==> config.mk <==
export PLATFORM = sky130hd
export DESIGN_NAME = stream_mux_rr
export DESIGN_NICKNAME = d
export VERILOG_FILES = /design/src/rtl/stream_mux_pkg.sv /design/src/rtl/stream_mux_rr_pick.sv /design/src/rtl/stream_mux_rr.sv
export SDC_FILE = /design/constraint.sdc
export NUM_CORES = 1
export LEC_CHECK = 0
export CAP_MARGIN = 30
export CORE_MARGIN = 1
export CORE_UTILIZATION = 51
export CTS_CLUSTER_SIZE = 10
export DETAILED_ROUTE_END_ITERATION = 8
export GPL_ROUTABILITY_DRIVEN = 0
export HOLD_SLACK_MARGIN = 0.06
export PLACE_DENSITY = 0.83
export SLEW_MARGIN = 20
export SYNTH_ARGS = -nofsm -noshare
export SYNTH_HDL_FRONTEND = slang
export SYNTH_SLANG_ARGS = --single-unit
==> constraint.sdc <==
create_clock -name clk -period 39.4 [get_ports clk]
set_input_delay 5.91 -clock clk [delete_from_list [all_inputs] [get_ports clk]]
set_output_delay 5.91 -clock clk [all_outputs]
set_load 0.05 [all_outputs]
==> src/rtl/stream_mux_pkg.sv <==
// Shared constants and types for the round-robin stream multiplexer.
package stream_mux_pkg;

  localparam logic MODE_FIXED = 1'b0;
  localparam logic MODE_RR    = 1'b1;

  typedef enum logic {
    SLOT_EMPTY = 1'b0,
    SLOT_FULL  = 1'b1
  } slot_state_e;

  // Channel index width; never narrower than one bit.
  function automatic int idx_width(input int n);
    return (n <= 2) ? 1 : $clog2(n);
  endfunction

endpackage

==> src/rtl/stream_mux_rr_pick.sv <==
// Rotating-priority picker: the first asserted request at or after base wins,
// wrapping from N-1 back to 0.
module rr_pick
  import stream_mux_pkg::*;
#(
  parameter int N = 16,
  localparam int SW = idx_width(N)
) (
  input  logic [N-1:0]  req,
  input  logic [SW-1:0] base,
  output logic          gnt_vld,
  output logic [SW-1:0] gnt_idx
);

  // Distance of every channel from base in search order.
  logic [SW:0] off [N];

  for (genvar gi = 0; gi < N; gi++) begin : g_off
    localparam logic [SW:0] CH = (SW+1)'(gi);
    localparam logic [SW:0] NN = (SW+1)'(N);
    assign off[gi] = (CH >= {1'b0, base}) ? (CH - {1'b0, base})
                                          : (CH + NN - {1'b0, base});
  end

  logic [SW:0] best;

  always_comb begin
    gnt_vld = 1'b0;
    gnt_idx = '0;
    best    = '1;
    for (int c = 0; c < N; c++) begin
      if (req[c] && (off[c] < best)) begin
        best    = off[c];
        gnt_vld = 1'b1;
        gnt_idx = SW'(c);
      end
    end
  end

endmodule

==> src/rtl/stream_mux_rr.sv <==
// N-to-1 stream multiplexer with fixed or round-robin selection feeding a
// single registered output slot that sustains one word per cycle.
module stream_mux_rr
  import stream_mux_pkg::*;
#(
  parameter int N = 16,
  parameter int W = 8,
  localparam int SW = idx_width(N)
) (
  input  logic          clk,
  input  logic          rst,
  input  logic [N*W-1:0] in_data,
  input  logic [N-1:0]  in_valid,
  output logic [N-1:0]  in_ready,
  input  logic          mode,
  input  logic [SW-1:0] sel,
  output logic [W-1:0]  out_data,
  output logic [SW-1:0] out_ch,
  output logic          out_valid,
  input  logic          out_ready
);

  slot_state_e   state_q, state_d;
  logic [W-1:0]  out_data_q, out_data_d;
  logic [SW-1:0] out_ch_q, out_ch_d;
  logic [SW-1:0] ptr_q, ptr_d;

  logic          rr_vld, fix_vld, gnt_vld;
  logic [SW-1:0] rr_idx, fix_idx, gnt_idx;
  logic [W-1:0]  gnt_data;
  logic          load, xfer_in;

  rr_pick #(.N(N)) u_pick (
    .req     (in_valid),
    .base    (ptr_q),
    .gnt_vld (rr_vld),
    .gnt_idx (rr_idx)
  );

  // Compare sel against each legal index so an out-of-range sel matches nothing.
  always_comb begin
    fix_vld = 1'b0;
    fix_idx = '0;
    for (int c = 0; c < N; c++) begin
      if ((sel == SW'(c)) && in_valid[c]) begin
        fix_vld = 1'b1;
        fix_idx = SW'(c);
      end
    end
  end

  assign gnt_vld = (mode == MODE_RR) ? rr_vld : fix_vld;
  assign gnt_idx = (mode == MODE_RR) ? rr_idx : fix_idx;
  assign load    = (state_q == SLOT_EMPTY) || out_ready;
  assign xfer_in = gnt_vld && load && !rst;

  always_comb begin
    in_ready = '0;
    gnt_data = '0;
    for (int c = 0; c < N; c++) begin
      if (gnt_idx == SW'(c)) begin
        gnt_data    = in_data[c*W +: W];
        in_ready[c] = xfer_in;
      end
    end
  end

  always_ff @(posedge clk) begin
    if (rst) begin
      state_q    <= SLOT_EMPTY;
      out_data_q <= '0;
      out_ch_q   <= '0;
      ptr_q      <= '0;
    end else begin
      state_q    <= state_d;
      out_data_q <= out_data_d;
      out_ch_q   <= out_ch_d;
      ptr_q      <= ptr_d;
    end
  end

  always_comb begin
    state_d = state_q;
    case (state_q)
      SLOT_EMPTY: if (xfer_in) state_d = SLOT_FULL;
      SLOT_FULL:  if (out_ready && !xfer_in) state_d = SLOT_EMPTY;
      default:    state_d = SLOT_EMPTY;
    endcase
  end

  always_comb begin
    out_data_d = out_data_q;
    out_ch_d   = out_ch_q;
    ptr_d      = ptr_q;
    if (xfer_in) begin
      out_data_d = gnt_data;
      out_ch_d   = gnt_idx;
      ptr_d      = (gnt_idx == SW'(N-1)) ? '0 : gnt_idx + 1'b1;
    end
  end

  assign out_valid = (state_q == SLOT_FULL);
  assign out_data  = out_data_q;
  assign out_ch    = out_ch_q;

endmodule

Word level (Yosys, flattened, before mapping)
Index checks and enable logic that the tools add are counted.

cells by class
  magnitude comparators = 31
  reduce and logical (&&, ||, !) cells = 40
  bitwise logic cells = 1
  add/subtract/negate cells = 32
  mux-type cells = 130
  eq/ne operators = 30

operators with widths
  cell                 count
  $mux 5               30
  $mux 8               16
  $mux 4               23
  $lt 5x5->1           15
  $sub 5x4->5 const A  15
  $eq 4x4->1 const B   16
  $mux 1               53
  $sub 4x4->5 const A  8
  $logic_and 1x1->1    35
  $eq 4x3->1 const B   8
  $ge 4x4->1 const A   7
  $sub 3x4->5 const A  4
  $eq 4x2->1 const B   4
  $ge 3x4->1 const A   4
  $mux 3               4
  $sub 1x4->5 const A  2
  $sub 2x4->5 const A  2
  $eq 4x1->1 const B   2
  $ge 1x4->1 const A   2
  $ge 2x4->1 const A   2
  $logic_not 4->1      2
  $mux 2               3
  $lt 5x5->1 const B   1
  $add 4x1->4 const B  1
  4 further kinds      5

word-level totals
  bits of input ports = 152
  register bits after elaboration = 17
  logic and storage cells = 268
  output and inout port bits = 29

Logic depth before layout (Yosys ltp)
  depth in word-level cells = 68
  depth in mapped cells = 131

Cells and area by module
A second synthesis with hierarchy kept.

second synthesis, totals
  cells, all modules = 1048
  area, all modules = 7288.2 µm²

by module, submodules not included
  module         area each (µm²)  instances  cells each
  rr_pick        4371.7           1          632
  stream_mux_rr  2916.5           1          416

Worst setup path after synthesis
No wires, ideal clock.

  kind = input to output
  from = in in_valid[0]
  to = out in_ready[2]
  path slack = 7.206 ns
  required time = 33.490 ns
  stages on the path = 105
  data arrival time = 26.284 ns
  path through = buf_6 inv_1 a21oi_1 ha_1 and4bb_1 o41ai_4 nand2_1 o21ai_0 ha_1 a21oi_1 nand3_1 a32oi_1 a31o_1 buf_2 a21oi_1 ha_1 and2_1 nand4_1 [69 not listed] ha_1 nor2b_1 o21ai_0 nand4b_1 a21o_1 nand2_1 o21ai_0 ha_1 a211oi_1 nand2_1 a221oi_1 a2111oi_4 o21ai_2 ha_1 inv_1 clkbuf_1 clkbuf_1 nor4_1

RTL lines
  what                   line                      source
  start, declared        stream_mux_rr.sv:13       input logic [N-1:0] in_valid,
  $logic_and 1x1->1 (*)  stream_mux_rr_pick.sv:32  if (req[c] && (off[c] < best)) begin
  $mux 5 (*)             stream_mux_rr_pick.sv:32
  $lt 5x5->1             stream_mux_rr_pick.sv:32
  $logic_and 1x1->1      stream_mux_rr_pick.sv:32
  $mux 5 (*)             stream_mux_rr_pick.sv:32
  $lt 5x5->1             stream_mux_rr_pick.sv:32
  $logic_and 1x1->1      stream_mux_rr_pick.sv:32
  $mux 5                 stream_mux_rr_pick.sv:32
  [35 not listed]        --
  $mux 5                 stream_mux_rr_pick.sv:32
  $lt 5x5->1             stream_mux_rr_pick.sv:32
  $logic_and 1x1->1      stream_mux_rr_pick.sv:32
  $mux 4 (*)             stream_mux_rr_pick.sv:32
  $mux 4 (*)             stream_mux_rr.sv:53       assign gnt_idx = (mode == MODE_RR) ? rr_idx : fix_idx;
  net gnt_idx[1]         stream_mux_rr.sv:29       logic [SW-1:0] rr_idx, fix_idx, gnt_idx;
  $eq 4x2->1 (*)         stream_mux_rr.sv:61       if (gnt_idx == SW'(c)) begin
  $mux 1 (*)             stream_mux_rr.sv:61
  end, declared          stream_mux_rr.sv:14       output logic [N-1:0] in_ready,

The timed path passes the listed nets; every way through them passes the cells marked *.

Worst setup path in the final report
Ends and elaborated chain as after synthesis.

==> metrics.txt <==
# TYPE chip_impl_metric gauge
chip_impl_metric{name="worst_r2r_path_depth",unit=""} 112
chip_impl_metric{name="ports_placed_on_the_boundary",unit=""} 181
chip_impl_metric{name="syn-cell-area",unit="sq mm"} 0.006857
chip_impl_metric{name="drt-wirelength-per-cell",unit="um"} 21.65
chip_impl_info{name="clk_root_buffer_cell",value="clkbuf_16"} 1
chip_impl_metric{name="num-nets-final",unit=""} 1357
chip_impl_metric{name="critical_path.max_stage_delay",unit="ns"} 0.90
chip_impl_metric{name="skew",unit="ns"} 0.002371
chip_impl_metric{name="grt_start_max_net_pins",unit=""} 43
chip_impl_metric{name="period_share",unit="%"} 92.69
chip_impl_info{name="endpoint_kind",value="output port"} 1
chip_impl_metric{name="synth_sequential_area_ratio",unit="%"} 4.964
chip_impl_metric{name="grt_use_total",unit="%"} 39.47
chip_impl_info{name="critPathLaunchType",value="input port"} 1
chip_impl_metric{name="max_freq",unit="GHz"} 0.02738
chip_impl_metric{name="wirelength",unit="um"} 28770
chip_impl_info{name="cts_tree",value="done"} 1
chip_impl_metric{name="grt_first_pass_wirelength",unit="um"} 44920
chip_impl_metric{name="maxSlewHeadroom",unit="%"} 32.12
chip_impl_metric{name="synth_top_area_share",unit="%"} 8.759
chip_impl_metric{name="worstMarginPinSlew",unit="ns"} 1.011
chip_impl_metric{name="synth.ff_latch_count",unit=""} 17
chip_impl_metric{name="timing_max_transition_violations_final",unit=""} 0
chip_impl_info{name="worst_r2r_startpoint",value="ptr_q[1]"} 1
chip_impl_metric{name="placement_rows",unit=""} 41
chip_impl_info{name="synthTopCellsByCount",value="nand2_1 (105), a21oi_1 (87), nor2_1 (86)"} 1
chip_impl_metric{name="reported_max_cap_violation_count",unit=""} 0
chip_impl_info{name="ys_dominant_reg_cell",value="dfxtp_1"} 1
chip_impl_info{name="status",value="finished, final reports clean"} 1
chip_impl_metric{name="cts_resized",unit=""} 0
chip_impl_info{name="post_synth_main_area_contributors",value="ha_1 (8.8%), a21oi_1 (6.4%), nand2_1 (5.7%)"} 1
chip_impl_metric{name="timing.final.hold_violations",unit=""} 0
chip_impl_metric{name="cts_hold_buf",unit=""} 0
chip_impl_info{name="setup_repair_after_global_routing_missed_its_margin",value="false"} 1
chip_impl_metric{name="timing.setup.tns",unit="ns"} 0
chip_impl_metric{name="synthCells",unit=""} 1021
chip_impl_metric{name="regToRegSetupSlack",unit="ns"} 13.00
chip_impl_metric{name="floorplan.die_area",unit="sq mm"} 0.01391
chip_impl_metric{name="dp_hpwl",unit="um"} 22630
chip_impl_metric{name="worst_ep_required_time",unit="ns"} 33.49
chip_impl_metric{name="max-clock-path-buffers",unit=""} 2
chip_impl_info{name="crit-reg2reg-capture",value="out_data[5]"} 1
chip_impl_metric{name="area_growth",unit="%"} 28.28
chip_impl_metric{name="floorplan.core_area",unit="sq mm"} 0.01288
chip_impl_metric{name="edff_count_synth",unit=""} 0
chip_impl_info{name="library_cell_with_the_highest_instance_count_after_synthesis",value="nand2_1"} 1
chip_impl_metric{name="detail_route.iter0.violations",unit=""} 1409
chip_impl_metric{name="postCtsSetupBuffers",unit=""} 0
chip_impl_metric{name="synth_cell_type_count",unit=""} 106
chip_impl_metric{name="cts_sinks",unit=""} 17
chip_impl_metric{name="finalNonFillerCells",unit=""} 1329
chip_impl_metric{name="fp.dieW",unit="um"} 118.0
chip_impl_info{name="hp-class",value="reg -> reg"} 1
chip_impl_info{name="worst_setup_path_endpoint",value="in_ready[2]"} 1
chip_impl_metric{name="post-place-cells",unit=""} 1323
chip_impl_metric{name="detail_route.drc_violations",unit=""} 0
chip_impl_metric{name="grt_overflow_total",unit=""} 0
chip_impl_metric{name="average_cell_area_after_synthesis",unit="sq um"} 6.716
chip_impl_metric{name="avgViaCountPerCell",unit=""} 7.052
chip_impl_metric{name="route.antenna.remaining_nets",unit=""} 0
chip_impl_metric{name="post-route-min-period",unit="ns"} 36.52
chip_impl_metric{name="cts.reportedPaths.clkPinSlew",unit="ns"} 0.06
chip_impl_metric{name="synth-warning-count",unit=""} 0
chip_impl_metric{name="cts_made_buffers",unit=""} 3
chip_impl_metric{name="crit_arrival",unit="ns"} 30.61
chip_impl_metric{name="count_of_input_and_output_buffers",unit=""} 180
chip_impl_metric{name="worst-path-max-fanout",unit=""} 25
chip_impl_info{name="startpoint_of_the_most_critical_setup_path",value="in_valid[0]"} 1
chip_impl_info{name="critPathSlowestCell",value="clkdlybuf4s50_1"} 1
chip_impl_metric{name="drive_gt1_share",unit="%"} 6.661
chip_impl_metric{name="vias",unit=""} 9372
chip_impl_metric{name="height_of_the_die",unit="um"} 118.0
chip_impl_metric{name="grt_antenna_before_repair",unit=""} 1
chip_impl_metric{name="dr.pass1.iters",unit=""} 7
chip_impl_metric{name="grt_pass1_vias",unit=""} 8603
chip_impl_metric{name="worst_skew_pair.late_latency",unit="ns"} 0.25
chip_impl_info{name="worst-setup-path-type",value="in -> out"} 1
chip_impl_metric{name="ys_async_sr_fraction",unit="%"} 0
chip_impl_info{name="synth_top_cell_by_area",value="ha_1"} 1
chip_impl_metric{name="htree_num_levels",unit=""} 1
chip_impl_info{name="critPathMostFrequentCell",value="ha_1"} 1
chip_impl_metric{name="floorplan.initialDensity",unit="%"} 53.25
chip_impl_metric{name="setup_viol_count_final",unit=""} 0
worst min-delay path by stage:
stage	startpoint	endpoint	cells after the start
2_1_floorplan	out_ch[1]	out_ch[1]	2
3_3_place_gp	out_ch[1]	out_ch[1]	2
3_5_place_dp	out_ch[1]	out_ch[1]	2
4_1_cts	out_ch[1]	out_ch[1]	2
5_1_grt	out_ch[1]	out_ch[1]	2
6_report	out_ch[1]	out_ch[1]	2
metal layers:
layer	global-route usage, %	vias to the layer above	wire [um]
met4	21.71	0	1792
li1	-	4216	-
met1	48.28	4224	10840
met5	0	-	0
met2	64.26	763	12800
met3	8.091	169	3340
critical path: cells and delay by family:
kind	cells	cell delay [ns]
AO/OA/AOI/OAI	38	8.68
multiplexers	4	1.31
AND/OR/NAND/NOR	38	8.08
buffers and inverters	8	2.63
adder cells (fa/ha/maj)	16	3.96
cells by family after synthesis:
group	Yosys count	share of synthesized area, %
compound gates	403	43.65
simple gates	393	29.14
buf+inv	113	6.661
fa+ha+maj	52	9.361
mux	33	5.018
flops	17	4.964
xor+xnor	9	1.150
other cells	1	0.05469
state kept, by name, summed over array words and instances (netlist names):
name       count
out_ch         4
out_data       8
out_valid      1
ptr_q          4
final cells by class:
type / count / area, sq um
Antenna cell: 1 / 2.502
Clock buffer: 3 / 75.07
Clock inverter: 1 / 5.005
Fill cell: 1122 / 4080
Inverter: 49 / 183.9
Multi-Input combinational cell: 892 / 6067
Sequential cell: 17 / 340.3
Tap cell: 172 / 215.2
Timing Repair Buffer: 194 / 1907
cells in the final DEF, fill, tap and decap left out, drive strengths merged, types with 14 or more instances in the layout:
cell | synthesis | routed
nand2 | 106 | 106
nand3 | 35 | 35
a221o | 15 | 15
mux2i | 22 | 22
a21oi | 88 | 88
nand4 | 15 | 15
ha | 48 | 48
and2 | 16 | 16
o221ai | 14 | 14
buf | 26 | 14
nand2b | 21 | 21
nor3 | 30 | 30
a31oi | 17 | 17
o21ai | 66 | 66
nor2b | 23 | 23
clkdlybuf4s50 | 0 | 180
o211ai | 24 | 24
and3 | 16 | 16
inv | 47 | 47
dfxtp | 17 | 17
a21o | 16 | 16
nor2 | 86 | 86
stage by stage:
stage,setup WS (ns),utilization (%),hold WS [ns],area (sq um)
after floorplan,7.206,-,0.6718,6860
after global placement,4.494,67.61,0.4456,8706
after detailed placement,3.620,67.61,0.4494,8706
after CTS,3.541,68.23,0.4542,8786
after global routing,1.015,68.31,0.4756,8796
final,2.881,68.31,0.4538,8796
Power is not shown: default switching activity piles up to over one toggle a cycle in this logic, so the estimate is an artifact.
